`src/rtl/eda_pixel_loader.sv`:
```
// Raster-stream to image-RAM loader for eda_regional_max: writes one M x N frame, pulses start, waits for done.
// Optional EDA_LOADER_LAST_CHECK_EN: validate s_last against the frame geometry and flag framing errors.
module eda_pixel_loader #(
    parameter int M           = 8,
    parameter int N           = 8,
    parameter int PIXEL_WIDTH = 8,
    parameter int I_WIDTH     = 3,
    parameter int J_WIDTH     = 3,
    parameter int ADDR_WIDTH  = I_WIDTH + J_WIDTH
) (
    input  logic                   clk,
    input  logic                   reset,
    input  logic                   s_valid,
    output logic                   s_ready,
    input  logic [PIXEL_WIDTH-1:0] s_pixel,
    input  logic                   s_last,
    output logic [ADDR_WIDTH-1:0]  wr_addr,
    output logic [PIXEL_WIDTH-1:0] pixel_out,
    output logic                   write_en,
    output logic                   start,
    input  logic                   done,
    output logic                   busy,
    output logic [15:0]            frame_cnt,
    output logic                   frame_err
);

    // Handshake: a pixel transfers on a rising edge where s_valid && s_ready.
    // s_ready is registered from state alone and is high only while loading.
    typedef enum logic [1:0] {IDLE, LOAD, START, BUSY} state_t;

    state_t             state;
    logic [I_WIDTH-1:0] i;
    logic [J_WIDTH-1:0] j;
    logic               last_pix;
    logic               accept;

    assign last_pix = (i == I_WIDTH'(M - 1)) && (j == J_WIDTH'(N - 1));
    assign accept   = s_valid && s_ready;

`ifndef EDA_LOADER_LAST_CHECK_EN
    logic unused_s_last;
    assign unused_s_last = s_last;
`endif

    always_ff @(posedge clk or posedge reset) begin
        if (reset) begin
            state     <= IDLE;
            i         <= '0;
            j         <= '0;
            s_ready   <= 1'b0;
            wr_addr   <= '0;
            pixel_out <= '0;
            write_en  <= 1'b0;
            start     <= 1'b0;
            busy      <= 1'b0;
            frame_cnt <= '0;
            frame_err <= 1'b0;
        end else begin
            write_en <= 1'b0;
            start    <= 1'b0;
            case (state)
                IDLE: begin
                    s_ready <= 1'b1;
                    state   <= LOAD;
                end
                LOAD: begin
                    if (accept) begin
                        write_en  <= 1'b1;
                        wr_addr   <= {i, j};
                        pixel_out <= s_pixel;
                        if (last_pix) begin
                            i       <= '0;
                            j       <= '0;
                            s_ready <= 1'b0;
                            state   <= START;
`ifdef EDA_LOADER_LAST_CHECK_EN
                            if (!s_last) frame_err <= 1'b1;
`endif
                        end
`ifdef EDA_LOADER_LAST_CHECK_EN
                        // Early s_last truncates the frame; the core is never started on it.
                        else if (s_last) begin
                            frame_err <= 1'b1;
                            i         <= '0;
                            j         <= '0;
                            s_ready   <= 1'b0;
                            state     <= IDLE;
                        end
`endif
                        else if (j == J_WIDTH'(N - 1)) begin
                            j <= '0;
                            i <= i + 1'b1;
                        end else begin
                            j <= j + 1'b1;
                        end
                    end
                end
                START: begin
                    start <= 1'b1;
                    busy  <= 1'b1;
                    state <= BUSY;
                end
                BUSY: begin
                    // Leaving through IDLE keeps a held done from counting twice.
                    if (done) begin
                        busy      <= 1'b0;
                        frame_cnt <= frame_cnt + 16'd1;
                        state     <= IDLE;
                    end
                end
                default: state <= IDLE;
            endcase
        end
    end

endmodule

```
`config.mk`:
```
export PLATFORM = sky130hd
export DESIGN_NAME = eda_pixel_loader
export DESIGN_NICKNAME = d
export VERILOG_FILES = /design/src/rtl/eda_pixel_loader.sv
export SDC_FILE = /design/constraint.sdc
export NUM_CORES = 1
export LEC_CHECK = 0
export CORE_MARGIN = 10
export CORE_UTILIZATION = 45
export CTS_CLUSTER_DIAMETER = 60
export CTS_CLUSTER_SIZE = 14
export DETAILED_ROUTE_END_ITERATION = 8
export PLACE_DENSITY = 0.79
export SETUP_SLACK_MARGIN = 0.5
export SKIP_CTS_REPAIR_TIMING = 1
export SYNTH_ARGS = -nofsm -noshare
export SYNTH_HDL_FRONTEND = slang
export SYNTH_SLANG_ARGS = --single-unit
```
`constraint.sdc`:
```
create_clock -name clk -period 4.5 [get_ports clk]
set_input_delay 1.125 -clock clk [delete_from_list [all_inputs] [get_ports clk]]
set_output_delay 1.125 -clock clk [all_outputs]
set_load 0.005 [all_outputs]
```
# Word level (Yosys, flattened, before mapping)
# Index checks and enable logic that the tools add are counted.
# W data, S select, Z words.
[op_classes]
n_eq_ne = 8
muxes = 16
n_addsub = 3
n_reduce_logical = 12
[op_table]
columns = ["op", "count"]
rows = [
  ["$add A16 B1 Y16 const B", 1],
  ["$mux W3", 4],
  ["$reduce_and A3 Y1", 3],
  ["$pmux W2 S4", 1],
  ["$add A3 B1 Y3 const B", 2],
  ["$eq A3 B3 Y1 const B", 2],
  ["$mux W1", 6],
  ["$mux W2", 3],
  ["$ne A2 B2 Y1 const B", 3],
  ["$reduce_and A2 Y1", 3],
  ["$reduce_bool A2 Y1", 3],
  ["$eq A2 B2 Y1 const B", 2],
  ["$pmux W1 S2", 2],
  ["$eq A2 B1 Y1 const B", 1],
  ["$logic_and A1 B1 Y1", 2],
  ["$logic_not A2 Y1", 1],
]
[word_totals]
out_inout_bits = 35
word_cells = 49
in_bits = 13
ff_bits = 42

# Longest topological paths before layout
# Gate-level depths: netlist of the first run.
[logic_depth]
ltp_word = 5
depth_mapped = 7
depth_no_buf = 7

# Worst setup path before layout of the first run
# OpenSTA, ideal clock, no wires.
[synth_timing]
kind = "in2reg"
startpoint = "in s_valid"
endpoint = "reg pixel_out[0]"
arrival_time_ns = 1.880
stages = 4
path_buffers = 1
slack_ns = 2.495
setup_ns = 0.125
cell_sequence = "nand3_2 inv_2 buf_4 mux2_2"
[synth_between]
elab_chain_len = 2
[synth_lines]
columns = ["item", "line_no", "rtl"]
rows = [
  ["start, declared", "13", "input logic s_valid,"],
  ["$logic_and A1 B1 Y1", "38", "assign accept = s_valid && s_ready;"],
  ["$reduce_and A2 Y1 (no source line)", "n/a", ""],
  ["end signal, assigned", "70", "pixel_out <= s_pixel;"],
  ["end, declared", "18", "output logic [PIXEL_WIDTH-1:0] pixel_out,"],
]
# No other way between the ends.
# A chain may end at the register's enable or synchronous reset.

# Worst setup path in the final report of the first run
[layout_timing]
startpoint = "reg s_ready"
endpoint = "out s_ready"
[layout_rtl]
columns = ["item", "line_no", "rtl"]
rows = [
  ["start, declared", "14", "output logic s_ready,"],
  ["start signal, assigned", "50", "s_ready <= 1'b0;"],
  ["start signal, assigned", "63", "s_ready <= 1'b1;"],
  ["start signal, assigned", "74", "s_ready <= 1'b0;"],
]
# No word-level cell between the ends.

==> flow_summary_export.csv, run 1 <==
group,metric,value,unit
setup_path,required,3.38,ns
setup_path,path_buf_inv,1,
setup_path,startpoint,"s_ready$_DFFE_PP0P_",
logic_synthesis,ys_types,25,
clock_tree,cts_max_level,2,
clock_tree,cts_root_buffer,"clkbuf_8",
hold_path,hp-class,"reg -> reg",
floorplanning,io_pins,48,
outcome,outcome,"finished, final reports clean",
flow_run,drv_cap,0,
pwr,power_switching_share,29.0,%
floorplanning,core-area,3970,sq um
floorplanning,die_x,83.8,microns
setup_path,slowest_delay,0.55,ns
routing,postRouteAntennaNets,0,
global_route,antenna_found_initial,0,
setup_path,crit_family,"buffers and inverters",
floorplanning,fp.dieH,83.8,microns
global_route,grt_max_degree,25,
clock_tree,cts_tree,"done",
timing,rsz0062_at_grt,"no",
clock_tree,clk_path_buf_depth,2,
routing,route.detailed.drc,0,
global_route,overflow,0,
place,io_buffers,45,
pwr,clockPowerShare,19.2,%
global_route,grt_usage,11.1,%
logic_synthesis,ys_warn_count,1,
logic_synthesis,synthCells,142,
logic_synthesis,synth_top_area_cell,"dfrtp_1",
pwr,combPwrFrac,35.7,%
timing,fin_crit,2.40,ns
clock_tree,clk_latency,0.29,ns
routing,vias,1217,
final_layout,fill_cells,297,
floorplanning,initial_utilization,46.1,%
timing,fmax,417,MHz
logic_synthesis,synthTopCellsByArea,"dfrtp_1, mux2_2, ha_1",
setup_path,path_max_fanout,5,
routing,wl_per_cell,15.3,microns
timing,relSlewSlack,55.7,%
setup_path,critPathArrivalTime,1.27,ns
logic_synthesis,synth_area,1830,sq um
routing,dr.pass1.iters,4,
setup_path,crit_chain,"clkdlybuf4s50_1",
pwr,power.leakage,1.12,nW
timing,hold_ws,0.473,ns
routing,drt_iter0_markers,36,
clock_tree,cts_sinks,42,
logic_synthesis,syn-num-nets,165,
pwr,seq_power_share,45.1,%
setup_path,worst_setup_path_end_kind,"primary output",
timing,fin_worst_skew,0.00343,ns
final_layout,fin_nets,215,
global_route,grt_pass1_wl,6500,microns
place,gp_congestion,0.764,
pwr,power_density,523,nW/um^2
setup_path,critical_path_class,"reg -> out",
setup_path,slowest_stage,"clkdlybuf4s50_1",
routing,avgViaCountPerCell,5.01,
floorplanning,die_area,7010,sq um
logic_synthesis,ys_ff_latch,42,
final_layout,area_growth,32.2,%
logic_synthesis,synth_top_cell_area_share,57.5,%
setup_path,startpoint_type,"flop",
timing,finalHoldViolCount,0,
pwr,p_int,0.000899,W
clock_tree,cts.clk_slew.worst_paths,0.07,ns
floorplanning,rows,23,
setup_path,r2r_start,"state[1]$_DFFE_PP0P_",
final_layout,antennaDiodeCount,0,
timing,tns,0,ns
final_layout,final_layout_size_suffix_gt1_share,16.6,%
routing,routed_wl,3730,microns
timing,worst_pin_slew,0.663,ns
hold_path,hp-start,"frame_cnt[15]$_DFFE_PP0P_",
pwr,irDropWorstVdd,0.300,mV
clock_tree,cts_buffers,5,
timing,fin_crit_sh,53.3,%
timing,drv_slew,0,
timing,setup_viol,0,
pwr,p_switching,0.000366,W
global_route,grt_pass1_vias,1335,
place,dpl.hpwl,2890,microns
logic_synthesis,yosysSeqAreaShare,57.5,%
logic_synthesis,avgSynthCellArea,12.9,sq um
-- cells in the mapped netlist --
master and n:
a21oi_1 1, nand4_1 3, nor3_2 2, nand3_4 1, mux2_2 18, buf_4 3, inv_1 4, and4_1 2
nand2_1 15, a21o_1 2, ha_1 10, xor2_1 5, and2_1 1, xnor2_1 10, nor2b_1 1, conb_1 1
nand3_2 1, nand4_2 1, nor2_1 4, nand3_1 4, nor3_1 2, dfrtp_1 42, inv_2 1, o21ai_0 5
and3_1 3
-- cell type report --
cell class	instances	area [sq um]	share of cell area [%]
repair buffers	46	458	18.9
flip-flops and latches	42	1050	43.5
inverters	5	18.8	0.776
clock buffers	7	86.3	3.57
multi-input cells	92	737	30.5
well taps	50	62.6	2.59
clock inverters	1	5.00	0.207
-- power groups by stage --
stage	registers, W	logic (W)	clock network (W)
after floorplan	0.000574	0.000223	0
after global placement	0.000571	0.000441	0
after detailed placement	0.000580	0.000462	0
after CTS	0.000573	0.000466	0.000256
after global routing	0.000589	0.000512	0.000273
final	0.000570	0.000451	0.000243
-- final timing paths --
check / end / slack (ns) / cells after the start
worst max register to register: i[1]$_DFFE_PP0P_ / 2.71 / 6
worst min-delay path: frame_cnt[15]$_DFFE_PP0P_ / 0.47 / 1
worst min register to register: frame_cnt[15]$_DFFE_PP0P_ / 0.47 / 1
min in group asynchronous: frame_cnt[14]$_DFFE_PP0P_ / 1.24 / 2
worst max-delay path: s_ready / 2.10 / 1
max in group asynchronous: frame_cnt[13]$_DFFE_PP0P_ / 2.48 / 3
-- cell usage in the layout, fill, tap and decap left out, types with 2 or more instances in the layout --
master	instances
a21o_1	2
and3_1	3
and4_1	2
clkbuf_8	6
clkdlybuf4s50_1	45
dfrtp_1	42
ha_1	10
inv_1	4
mux2_2	18
nand2_1	15
nand3_1	4
nand4_1	3
nor2_1	4
nor3_1	2
nor3_2	2
o21ai_0	5
xnor2_1	10
xor2_1	5
-- registers in the layout, indices dropped and copies added, names as in the netlist, 2 cells and up --
| signal | count |
|---|---|
| frame_cnt | 16 |
| pixel_out | 8 |
| wr_addr | 6 |
| i | 3 |
| j | 3 |
| state | 2 |
-- metal layers --
metal	global-route usage, %	vias up	part of all wire (%)
li1	-	579	-
met1	11.4	603	41
met2	19.2	28	51
met3	4.39	7	5.7
met4	5.48	0	2.1
met5	0	-	0
-- through the flow --
step	instance area [sq um]	setup slack, ns	total power (W)	std cells	utilization (%)
after floorplan	1830	2.40	0.000797	142	-
after global placement	2330	1.82	0.00101	235	58.6
after detailed placement	2330	1.78	0.00104	235	58.6
after CTS	2420	2.08	0.00129	243	60.9
after global routing	2420	2.02	0.00137	243	60.9
final	2420	2.10	0.00126	243	60.9
-- logic make-up after synthesis --
group	count (synthesis)	synth area share, %
compound gates	8	2.46
xor+xnor	15	7.18
fa+ha+maj	10	6.84
buf+inv	8	2.26
flops	42	57.5
mux	18	11.1
other cells	1	0.205
simple gates	40	12.5
Note: power is estimated with default switching activity, not from simulation.
==> inputs of run 2 (changes only) <==
- CORE_UTILIZATION: 45 -> 43
- clock period: 4.5 -> 2 ns (I/O delays scaled with it)
==> flow_summary_export.csv, run 2 (same netlist as run 1, synthesis figures left out) <==
group,metric,value,unit
outcome,outcome,"finished, final reports clean",
clock_tree,cts.clk_slew.worst_paths,0.07,ns
global_route,grt_usage,10.9,%
timing,finalHoldViolCount,0,
setup_path,slowest_stage,"clkdlybuf4s50_1",
pwr,power_density,1120,nW/um^2
final_layout,fin_nets,242,
clock_tree,cts_tree,"done",
timing,worst_pin_slew,0.520,ns
global_route,overflow,0,
setup_path,required,1.50,ns
routing,drt_iter0_markers,70,
routing,vias,1329,
global_route,antenna_found_initial,0,
floorplanning,rows,23,
timing,fin_crit,1.70,ns
floorplanning,die_area,7260,sq um
routing,dr.pass1.iters,4,
setup_path,worst_setup_path_end_kind,"primary output",
setup_path,slowest_delay,0.51,ns
floorplanning,die_x,85.2,microns
clock_tree,cts_buffers,5,
routing,postRouteAntennaNets,0,
final_layout,largest_register_ffs,16,
setup_path,startpoint,"s_ready$_DFFE_PP0P_",
pwr,irDropWorstVdd,0.850,mV
hold_path,hp-start,"frame_cnt[10]$_DFFE_PP0P_",
final_layout,fill_cells,266,
final_layout,ff_latch_area,1060,sq um
final_layout,multi_input_area,796,sq um
setup_path,path_max_fanout,4,
routing,route.detailed.drc,0,
setup_path,startpoint_type,"flop",
global_route,grt_max_degree,43,
timing,tns,0,ns
clock_tree,cts_max_level,2,
routing,wl_per_cell,15.9,microns
timing,fin_worst_skew,0.00545,ns
hold_path,hp-class,"reg -> reg",
timing,setup_viol,0,
pwr,power.leakage,1.74,nW
place,dpl.hpwl,2880,microns
final_layout,final_layout_size_suffix_gt1_share,32.3,%
clock_tree,cts_sinks,42,
final_layout,area_growth,52.9,%
timing,rsz0062_at_grt,"yes",
routing,avgViaCountPerCell,4.92,
floorplanning,fp.dieH,85.2,microns
clock_tree,cts_root_buffer,"clkbuf_8",
final_layout,antennaDiodeCount,0,
final_layout,top_regs,"frame_cnt: 16 flops, pixel_out: 8 flops, wr_addr: 6 flops",
global_route,grt_pass1_vias,1298,
flow_run,drv_cap,0,
floorplanning,core-area,4060,sq um
timing,fin_crit_sh,84.8,%
routing,routed_wl,4290,microns
global_route,grt_pass1_wl,6440,microns
floorplanning,io_pins,48,
pwr,power,0.00314,W
final_layout,final_common_cell,"dfrtp_1",
floorplanning,initial_utilization,45.1,%
final_layout,largest_register,"frame_cnt",
setup_path,critPathArrivalTime,1.20,ns
place,io_buffers,45,
timing,fmax,590,MHz
setup_path,crit_family,"buffers and inverters",
setup_path,r2r_start,"state[0]$_DFFE_PP0P_",
timing,relSlewSlack,65.4,%
clock_tree,clk_path_buf_depth,2,
clock_tree,clk_latency,0.29,ns
setup_path,crit_chain,"clkdlybuf4s50_1",
final_layout,mostFrequentLayoutCells,"dfrtp_1, dlymetal6s2s_1, buf_4",
place,gp_congestion,0.783,
setup_path,critical_path_class,"reg -> out",
setup_path,path_buf_inv,1,
timing,drv_slew,0,
## run 2: cell count changes in the layout (fill, tap and decap cells not counted), moves of 3 or more
cell,previous run,this run
dfrtp_1,42,37
ha_4,0,3
clkdlybuf4s50_1,45,10
ha_1,10,7
dlymetal6s2s_1,0,35
buf_4,1,28
dfrtp_2,0,5
## run 2: cell type report
type                    instances  area share (%)
flip-flops and latches         42            37.8
inverters                       5           0.940
multi-input cells              92            28.5
well taps                      50            2.24
clock inverters                 1            1.07
clock buffers                   7            2.73
repair buffers                 73            26.8
## run 2: report_power, final
part | leakage (nW) | switching [W] | internal, W
Combinational | 1.16 | 0.000483 | 0.000731
Sequential | 0.528 | 0.000164 | 0.00112
Clock | 0.0524 | 0.000270 | 0.000373
## run 2: metrics by stage
stage          utilization, %  setup WS [ns]  hold slack (ns)  instance area [sq um]  instances
2_1_floorplan               -          0.521            0.461                   1850        142
3_3_place_gp             58.4         0.0812            0.475                   2370        238
3_5_place_dp             58.4         0.0387            0.480                   2370        238
4_1_cts                  61.0          0.169            0.490                   2480        246
5_1_grt                  68.9          0.254            0.494                   2800        270
6_report                 68.9          0.304            0.487                   2800        270
## run 2: per-layer routing
layer	GRT usage (%)	routed length, microns	vias to the layer above
li1	-	-	635
met1	12.0	1880	651
met2	17.8	2120	39
met3	4.68	221	4
met4	4.94	70	0
met5	0	0	-
## run 2: final timing paths
check / to / slack, ns / cells after the start
worst min register to register: frame_cnt[10]$_DFFE_PP0P_ / 0.49 / 1
worst max register to register: i[2]$_DFFE_PP0P_ / 0.53 / 6
min in group asynchronous: j[0]$_DFFE_PP0P_ / 0.65 / 3
worst min-delay path: frame_cnt[10]$_DFFE_PP0P_ / 0.49 / 1
max in group asynchronous: frame_cnt[4]$_DFFE_PP0P_ / 0.96 / 3
worst max-delay path: s_ready / 0.30 / 1
